--- src/rtl/pll_cfg_sequencer_if.sv ---
// AHB-Lite write-only bus seen from the PLL configuration sequencer.
// The master drives address/control/data; the slave returns HREADY/HRESP.
interface pll_cfg_sequencer_if;
    logic        HSEL;
    logic [31:0] HADDR;
    logic        HWRITE;
    logic [1:0]  HTRANS;
    logic [2:0]  HBURST;
    logic [2:0]  HSIZE;
    logic [3:0]  HWSTRB;
    logic [31:0] HWDATA;
    logic        HREADY;
    logic        HRESP;

    modport master (
        output HSEL, HADDR, HWRITE, HTRANS, HBURST, HSIZE, HWSTRB, HWDATA,
        input  HREADY, HRESP
    );

    modport slave (
        input  HSEL, HADDR, HWRITE, HTRANS, HBURST, HSIZE, HWSTRB, HWDATA,
        output HREADY, HRESP
    );
endinterface

--- src/rtl/pll_cfg_sequencer.sv ---
// PLL configuration sequencer: on start, snapshots the gain/divider/enable
// words and writes them to four consecutive PLL registers using pipelined
// AHB-Lite single writes. A two-cycle error response aborts the sequence and
// raises a sticky err flag; a clean finish pulses done.
module pll_cfg_sequencer #(
    parameter logic [31:0] BASE_ADDR = 32'h8000_0000
) (
    input  logic                       h_clk,
    input  logic                       h_reset,
    input  logic                       start,
    input  logic [31:0]                kp,
    input  logic [31:0]                ki,
    input  logic [31:0]                div,
    input  logic                       en,
    pll_cfg_sequencer_if.master        ahb,
    output logic                       busy,
    output logic                       done,
    output logic                       err
);

    localparam logic [1:0] TRANS_IDLE   = 2'b00;
    localparam logic [1:0] TRANS_NONSEQ = 2'b10;

    typedef enum logic [2:0] {
        IDLE,
        FIRST_ADDR,
        PIPE,
        LAST_DATA,
        ERR_WAIT
    } state_t;

    state_t      state_q, state_d;
    logic [1:0]  idx_q, idx_d;      // offset of the address phase on the bus
    logic [31:0] haddr_q, haddr_d;
    logic [31:0] hwdata_q, hwdata_d;
    logic [1:0]  htrans_q, htrans_d;
    logic        hsel_q, hsel_d;
    logic        hwrite_q, hwrite_d;
    logic        done_q, done_d;
    logic        err_q, err_d;
    logic        snap_ld;
    logic        drop_bus;
    logic [31:0] kp_q, ki_q, div_q;
    logic        en_q;

    // Register word written at a given offset, taken from the snapshot.
    function automatic logic [31:0] word_at(input logic [1:0] i, input logic [31:0] w0,
                                            input logic [31:0] w1, input logic [31:0] w2,
                                            input logic w3);
        case (i)
            2'd0:    return w0;
            2'd1:    return w1;
            2'd2:    return w2;
            default: return {31'b0, w3};
        endcase
    endfunction

    // Byte address of a register offset within the PLL block.
    function automatic logic [31:0] addr_at(input logic [1:0] i);
        return BASE_ADDR + {28'd0, i, 2'b00};
    endfunction

    // Next-state, bus and status decode; everything holds unless a transfer advances.
    always_comb begin
        state_d  = state_q;
        idx_d    = idx_q;
        haddr_d  = haddr_q;
        hwdata_d = hwdata_q;
        htrans_d = htrans_q;
        hsel_d   = hsel_q;
        hwrite_d = hwrite_q;
        done_d   = 1'b0;
        err_d    = err_q;
        snap_ld  = 1'b0;
        drop_bus = 1'b0;
        case (state_q)
            IDLE: begin
                if (start) begin
                    snap_ld  = 1'b1;
                    err_d    = 1'b0;
                    state_d  = FIRST_ADDR;
                    idx_d    = 2'd0;
                    haddr_d  = BASE_ADDR;
                    htrans_d = TRANS_NONSEQ;
                    hsel_d   = 1'b1;
                    hwrite_d = 1'b1;
                end
            end
            FIRST_ADDR, PIPE: begin
                if (ahb.HRESP && !ahb.HREADY) begin
                    // First error cycle: withdraw the pending address phase.
                    state_d  = ERR_WAIT;
                    drop_bus = 1'b1;
                end else if (ahb.HREADY) begin
                    hwdata_d = word_at(idx_q, kp_q, ki_q, div_q, en_q);
                    if (idx_q == 2'd3) begin
                        state_d  = LAST_DATA;
                        drop_bus = 1'b1;
                    end else begin
                        state_d = PIPE;
                        idx_d   = idx_q + 2'd1;
                        haddr_d = addr_at(idx_q + 2'd1);
                    end
                end
            end
            LAST_DATA: begin
                if (ahb.HRESP && !ahb.HREADY) begin
                    state_d = ERR_WAIT;
                end else if (ahb.HREADY) begin
                    state_d = IDLE;
                    if (ahb.HRESP) err_d  = 1'b1;
                    else           done_d = 1'b1;
                end
            end
            ERR_WAIT: begin
                if (ahb.HREADY) begin
                    state_d = IDLE;
                    err_d   = 1'b1;
                end
            end
            default: begin
                state_d  = IDLE;
                drop_bus = 1'b1;
            end
        endcase
        if (drop_bus) begin
            htrans_d = TRANS_IDLE;
            hsel_d   = 1'b0;
            hwrite_d = 1'b0;
            haddr_d  = BASE_ADDR;
        end
    end

    // State, bus outputs and status flags.
    always_ff @(posedge h_clk or negedge h_reset) begin
        if (!h_reset) begin
            state_q  <= IDLE;
            idx_q    <= 2'd0;
            haddr_q  <= BASE_ADDR;
            hwdata_q <= 32'd0;
            htrans_q <= TRANS_IDLE;
            hsel_q   <= 1'b0;
            hwrite_q <= 1'b0;
            done_q   <= 1'b0;
            err_q    <= 1'b0;
        end else begin
            state_q  <= state_d;
            idx_q    <= idx_d;
            haddr_q  <= haddr_d;
            hwdata_q <= hwdata_d;
            htrans_q <= htrans_d;
            hsel_q   <= hsel_d;
            hwrite_q <= hwrite_d;
            done_q   <= done_d;
            err_q    <= err_d;
        end
    end

    // Input snapshot captured on an accepted start.
    always_ff @(posedge h_clk or negedge h_reset) begin
        if (!h_reset) begin
            kp_q  <= 32'd0;
            ki_q  <= 32'd0;
            div_q <= 32'd0;
            en_q  <= 1'b0;
        end else if (snap_ld) begin
            kp_q  <= kp;
            ki_q  <= ki;
            div_q <= div;
            en_q  <= en;
        end
    end

    assign ahb.HSEL   = hsel_q;
    assign ahb.HADDR  = haddr_q;
    assign ahb.HWRITE = hwrite_q;
    assign ahb.HTRANS = htrans_q;
    assign ahb.HBURST = 3'b000;
    assign ahb.HSIZE  = 3'b010;
    assign ahb.HWSTRB = 4'hF;
    assign ahb.HWDATA = hwdata_q;
    assign busy       = (state_q != IDLE);
    assign done       = done_q;
    assign err        = err_q;

endmodule

--- src/flat_wrapper.sv ---
// flat-port wrapper written by rule: the top's interface ports become plain ports
module pll_cfg_sequencer_flat 
#(
    parameter logic [31:0] BASE_ADDR = 32'h8000_0000
)
  (h_clk, h_reset, start, kp, ki, div, en, busy, done, err, ahb_HSEL, ahb_HADDR, ahb_HWRITE, ahb_HTRANS, ahb_HBURST, ahb_HSIZE, ahb_HWSTRB, ahb_HWDATA, ahb_HREADY, ahb_HRESP);
  pll_cfg_sequencer_if ahb_i ();
  input  logic h_clk;
  input  logic h_reset;
  input  logic start;
  input  logic [31:0] kp;
  input  logic [31:0] ki;
  input  logic [31:0] div;
  input  logic en;
  output logic busy;
  output logic done;
  output logic err;
  output wire logic [$bits(ahb_i.HSEL)-1:0] ahb_HSEL;
  output wire logic [$bits(ahb_i.HADDR)-1:0] ahb_HADDR;
  output wire logic [$bits(ahb_i.HWRITE)-1:0] ahb_HWRITE;
  output wire logic [$bits(ahb_i.HTRANS)-1:0] ahb_HTRANS;
  output wire logic [$bits(ahb_i.HBURST)-1:0] ahb_HBURST;
  output wire logic [$bits(ahb_i.HSIZE)-1:0] ahb_HSIZE;
  output wire logic [$bits(ahb_i.HWSTRB)-1:0] ahb_HWSTRB;
  output wire logic [$bits(ahb_i.HWDATA)-1:0] ahb_HWDATA;
  input wire logic [$bits(ahb_i.HREADY)-1:0] ahb_HREADY;
  input wire logic [$bits(ahb_i.HRESP)-1:0] ahb_HRESP;
  assign ahb_HSEL = ahb_i.HSEL;
  assign ahb_HADDR = ahb_i.HADDR;
  assign ahb_HWRITE = ahb_i.HWRITE;
  assign ahb_HTRANS = ahb_i.HTRANS;
  assign ahb_HBURST = ahb_i.HBURST;
  assign ahb_HSIZE = ahb_i.HSIZE;
  assign ahb_HWSTRB = ahb_i.HWSTRB;
  assign ahb_HWDATA = ahb_i.HWDATA;
  assign ahb_i.HREADY = ahb_HREADY;
  assign ahb_i.HRESP = ahb_HRESP;
  pll_cfg_sequencer #(.BASE_ADDR(BASE_ADDR)) u_core (.h_clk(h_clk), .h_reset(h_reset), .start(start), .kp(kp), .ki(ki), .div(div), .en(en), .ahb(ahb_i), .busy(busy), .done(done), .err(err));
endmodule
--- config.mk ---
export PLATFORM = sky130hd
export DESIGN_NAME = pll_cfg_sequencer_flat
export DESIGN_NICKNAME = d
export VERILOG_FILES = /design/src/rtl/pll_cfg_sequencer_if.sv /design/src/rtl/pll_cfg_sequencer.sv /design/src/flat_wrapper.sv
export SDC_FILE = /design/constraint.sdc
export NUM_CORES = 1
export LEC_CHECK = 0
export ABC_CLOCK_PERIOD_IN_PS = 2200
export CORE_MARGIN = 2
export CORE_UTILIZATION = 45
export DETAILED_ROUTE_END_ITERATION = 12
export DONT_BUFFER_PORTS = 1
export GPL_TIMING_DRIVEN = 1
export PLACE_DENSITY = 0.68
export SLEW_MARGIN = 10
export SYNTH_ARGS = -nofsm -noshare
export SYNTH_HDL_FRONTEND = slang
export SYNTH_SLANG_ARGS = --single-unit
export TNS_END_PERCENT = 50
--- constraint.sdc ---
create_clock -name h_clk -period 2.2 [get_ports h_clk]
set_clock_uncertainty 0.15 [all_clocks]
set_input_delay 0.44 -clock h_clk [delete_from_list [all_inputs] [get_ports h_clk]]
set_output_delay 0.44 -clock h_clk [all_outputs]
set_load 0.05 [all_outputs]
Yosys cells after proc, flatten, opt, wreduce, memory -nomap -nowiden
Index checks and enable logic that the tools add are counted.

storage, ports and cells
  bits in registers = 171
  input port bits = 102
  output and inout port bits = 81
  word-level logic and storage cells = 94

operators by class
  add/sub/neg operators = 2
  eq/ne operators = 20
  multiplexer cells = 41
  bitwise logic cells = 1
  reductions and logical operators = 18

operators by type and width
  kind                     count
  $mux W32                 5
  $pmux W32 S3             1
  $pmux W32 S2             1
  $add A32 B4 Y32 const A  1
  $mux W1                  18
  $ne A2 B2 Y1 const B     8
  $mux W3                  5
  $ne A3 B2 Y1 const B     5
  $mux W2                  7
  $pmux W3 S4              1
  $reduce_and A5 Y1        2
  $reduce_bool A3 Y1       3
  $eq A3 B2 Y1 const B     2
  $reduce_and A6 Y1        1
  $reduce_bool A2 Y1       3
  $eq A2 B2 Y1 const B     2
  $pmux W2 S2              1
  $reduce_and A2 Y1        2
  $eq A3 B1 Y1 const B     1
  $eq A3 B3 Y1 const B     1
  $logic_not A3 Y1         1
  $pmux W1 S3              1
  $reduce_and A3 Y1        1
  $reduce_or A3 Y1         1
  8 further kinds          8

Logic depth before layout (Yosys ltp)
  depth after elaboration = 7
  gate-level depth with buffers = 7
  mapped depth without buffers = 6

Least setup slack after synthesis
No wires, ideal clock.

  kind = reg2reg
  start = register u_core.state_q[1]
  end = register u_core.ki_q[10]
  setup time = 0.125 ns
  arrival time = 1.539 ns
  required time = 1.925 ns
  setup slack = 0.386 ns
  stages on the path, launching flop included = 7
  buffers on the path = 4
  clock period less this slack = 1.814 ns
  cells stage by stage = dfrtp_1 > buf_2 > nor4b_2 > buf_4 > buf_8 > buf_8 > mux2_2

on the way
  word-level cells in the longest chain between the ends = 2

ends and longest elaborated chain
  element                 line                      source
  from (decl)             pll_cfg_sequencer.sv:32   state_t state_q, state_d;
  from (signal assigned)  pll_cfg_sequencer.sv:147  state_q <= state_d;
  $logic_not A3 Y1        pll_cfg_sequencer.sv:76   case (state_q)
  $mux W1                 pll_cfg_sequencer.sv:76
  to (signal assigned)    pll_cfg_sequencer.sv:168  ki_q <= ki;
  to (decl)               pll_cfg_sequencer.sv:43   logic [31:0] kp_q, ki_q, div_q;

Every way passes these cells.
A chain may end at the register's enable or synchronous reset.

Final worst setup path
  start = register u_core.state_q[1]
  end = output port busy

on the way
  word-level cells in the longest chain between the ends = 1

ends and longest elaborated chain
  element             line                      source
  $reduce_bool A3 Y1  pll_cfg_sequencer.sv:182  assign busy = (state_q != IDLE);
  to (decl)           flat_wrapper.sv:15        output logic busy;

Every way passes these cells.

==> impl_metrics.json <==
{
  "syn_area_per_cell_sq_um": 13.4,
  "grt_busiest_layer": "met2",
  "cts_sinks": 139,
  "clockPowerShare_pct": 21.9,
  "die_w_um": 122,
  "antenna_found_initial": 1,
  "grt_util_met1_pct": 22.4,
  "whs_ns": -0.426,
  "grt_max_degree": 140,
  "finalHoldViolations": 139,
  "total_power_uw": 12000,
  "post-route-min-period_ns": 2.05,
  "grt_overflow": 0,
  "cp-end-kind": "output pin",
  "p_sw_share_pct": 39.2,
  "numPortBuffers": 0,
  "p_int_uw": 7280,
  "drt_iter0_markers": 380,
  "place_congestion": 0.730,
  "rows": 42,
  "grt.met2_usage_pct": 28.7,
  "fin_ws_ns": 0.155,
  "synth-seq-area-share_pct": 55.8,
  "status": "finished, violations left",
  "dp_hpwl_mm": 8.85,
  "synth_seq_cells": 139,
  "max_stage_delay_ns": 0.54,
  "power_density_nw_per_um2": 1750,
  "hold_class": "input port to asynchronous set/reset pin",
  "ir_drop_uv": 796,
  "crit_path_top_delay_cell": "or3_4",
  "grt_pass1_wl_mm": 20.4,
  "ios": 183,
  "drtPass1Iterations": 7,
  "start_util_pct": 46.5,
  "p_seq_share_pct": 46.6,
  "clkTransAtPathRegs_ns": 0.05,
  "r2r_cells": 4,
  "pre_cts_ws_ns": 0.217,
  "avgRoutedWirePerCell_um": 20.0,
  "yosys.area.top_type": "dfrtp_1",
  "vias": 3691,
  "async_reset_ff_share_pct": 100,
  "use_met3_pct": 8.24,
  "cp_cell_sequence": "or3_4",
  "combPwrFrac_pct": 31.4,
  "synth_edf_count": 0,
  "synthToLayoutAreaGrowth_pct": 9.98,
  "diodes": 0,
  "synth_fa_ha_area_share_pct": 0.803,
  "wirelength_mm": 13.1,
  "violations": "negative hold slack",
  "cts_buffers": 17,
  "nets": 573,
  "track_usage_pct": 18.3,
  "rsz0062_at_grt": "false",
  "drive_above_1_share_pct": 34.4,
  "cp_max_fo": 11,
  "cts_tree": "yes",
  "synth_top_family_by_area": "multiplexers",
  "crit_buf_inv": 0,
  "path_delay_family": "simple AND/OR/NAND/NOR gates",
  "setup_viol": 0,
  "ys.warnings.count": 0,
  "die_h_um": 122,
  "synthFlopType": "dfrtp_1",
  "design.core.area_sq_um": 13400,
  "synth_top_area_share_pct": 55.8,
  "synth_xor_xnor_area_share_pct": 0.141,
  "switchingPower_uw": 4700,
  "cts-root-buf": "clkbuf_16",
  "ant_nets": 0,
  "required_ns": 1.61,
  "synth.area.top_cells": "dfrtp_1 56%, mux2_2 18%, buf_4 6.3%",
  "cts_buffer_depth": 2,
  "slew_headroom_pct": 63.3,
  "synth_compound_area_share_pct": 12.0,
  "routed_via_density": 5.63,
  "cp.arrival_ns": 1.46,
  "cts-htree-levels": 4,
  "fin_crit_sh_pct": 93.0,
  "dieArea_sq_um": 14800,
  "path_depth": 1,
  "fmaxAchievable_mhz": 489,
  "muxShareOfSynthArea_pct": 17.9,
  "yosys.area_share.simple_pct": 4.42,
  "criticalPathCategory": "flop to output pin",
  "yosys.cell_types.count": 35,
  "postSynthCellCount": 465,
  "grt_pass1_vias": 3779,
  "slew_violations": 0,
  "cap_violations": 0,
  "cp-start-kind": "flop",
  "netlist_area_sq_um": 6230,
  "p_leak_uw": 0.00296,
  "worstMarginPinSlew_ns": 0.550,
  "tns_ns": 0,
  "insertion_delay_ns": 0.41,
  "drc": 0
}
==> synthesized netlist by cell type (2+ instances only) <==
cell and count:
a21oi_1 9, a222oi_1 32, buf_2 7, buf_4 52
buf_6 2, buf_8 2, clkbuf_1 16, conb_1 2
dfrtp_1 139, ha_1 4, inv_1 2, mux2_2 98
nand2_1 36, nand3b_1 3, nor2_1 6, nor2b_1 3
nor4b_1 2, o21ai_0 3, o31ai_1 15, o31ai_2 17
==> final timing paths <==
path	startpoint	endpoint	slack (ns)
min in group h_clk	ki[12]	u_core.ki_q[12]$_DFFE_PN0P_	0.02
worst max register to register	u_core.state_q[1]$_DFFE_PN0P_	u_core.ahb.HWDATA[5]$_DFFE_PN0P_	0.22
worst min-delay path	h_reset	u_core.ahb.HWDATA[28]$_DFFE_PN0P_	-0.43
max in group asynchronous	h_reset	u_core.state_q[2]$_DFFE_PN0P_	2.19
worst max-delay path	u_core.state_q[1]$_DFFE_PN0P_	busy	0.15
worst min register to register	u_core.ki_q[12]$_DFFE_PN0P_	u_core.ki_q[12]$_DFFE_PN0P_	0.35
==> cells by family (layout without fill, tap and decap cells) <==
| group | count (synthesis) | after routing |
|---|---|---|
| compound gates | 82 | 82 |
| simple gates | 57 | 57 |
| other cells | 2 | 41 |
| buf+inv | 81 | 57 |
| fa+ha+maj | 4 | 4 |
| xor+xnor | 1 | 1 |
| flops | 139 | 139 |
| mux | 99 | 99 |
==> registers in the layout (all words and copies together), names as in the netlist <==
register           flops
u_core.div_q          32
u_core.kp_q           32
u_core.ki_q           32
u_core.err             1
u_core.ahb.HWDATA     32
u_core.idx_q           2
u_core.ahb.HADDR       2
u_core.ahb.HTRANS      1
u_core.en_q            1
u_core.done            1
u_core.state_q         3
==> routing by layer <==
metal	vias up	share of wire [%]
li1	1646	-
met1	1860	40
met2	165	48
met3	18	10
met4	2	1.3
met5	-	0.084
==> final cells by class <==
cell class,instances,area (sq um)
Clock buffer,24,482
Multi-Input combinational cell,284,2370
Inverter,2,7.51
Fill cell,1156,6550
Sequential cell,139,3480
Clock inverter,8,67.6
Timing Repair Buffer,23,225
Tap cell,176,220
==> power groups by stage <==
stage	clock (uW)	sequential (uW)	combinational, uW
after global routing	2820	5740	4150
after detailed placement	0	5630	3770
after CTS	2700	5590	3790
final	2630	5590	3770
after global placement	0	5580	3640
after floorplan	0	5320	3280
==> timing repair <==
action,4_1_cts,5_1_grt
hold buffers,2,4
buffers inserted,0,0
hold endpoints to repair,141,143
setup endpoints to repair,0,1
resized for setup,0,1
==> per-stage QoR <==
| step | util (%) | hold WS, ns | instances | instance area, sq um |
|---|---|---|---|---|
| after detailed placement | 46.6 | -0.00165 | 618 | 6240 |
| after global placement | 46.6 | -0.000701 | 618 | 6240 |
| after floorplan | - | -0.00559 | 504 | 6380 |
| after global routing | 51.1 | -0.455 | 656 | 6850 |
| final | 51.1 | -0.426 | 656 | 6850 |
| after CTS | 50.8 | -0.451 | 652 | 6810 |
==> placed cells by master, fill, tap and decap left out, drive strengths merged, types with 2 or more instances in the layout <==
cell type / instances
a21oi: 9
a222oi: 32
buf: 17
clkbuf: 24
clkinv: 6
conb: 41
dfrtp: 139
dlygate4sd3: 6
ha: 4
inv: 2
mux2: 99
nand2: 36
nand3b: 3
nor2: 6
nor2b: 3
nor4b: 3
o21ai: 3
o31ai: 32
No activity file was read; power rests on OpenSTA's default activity.
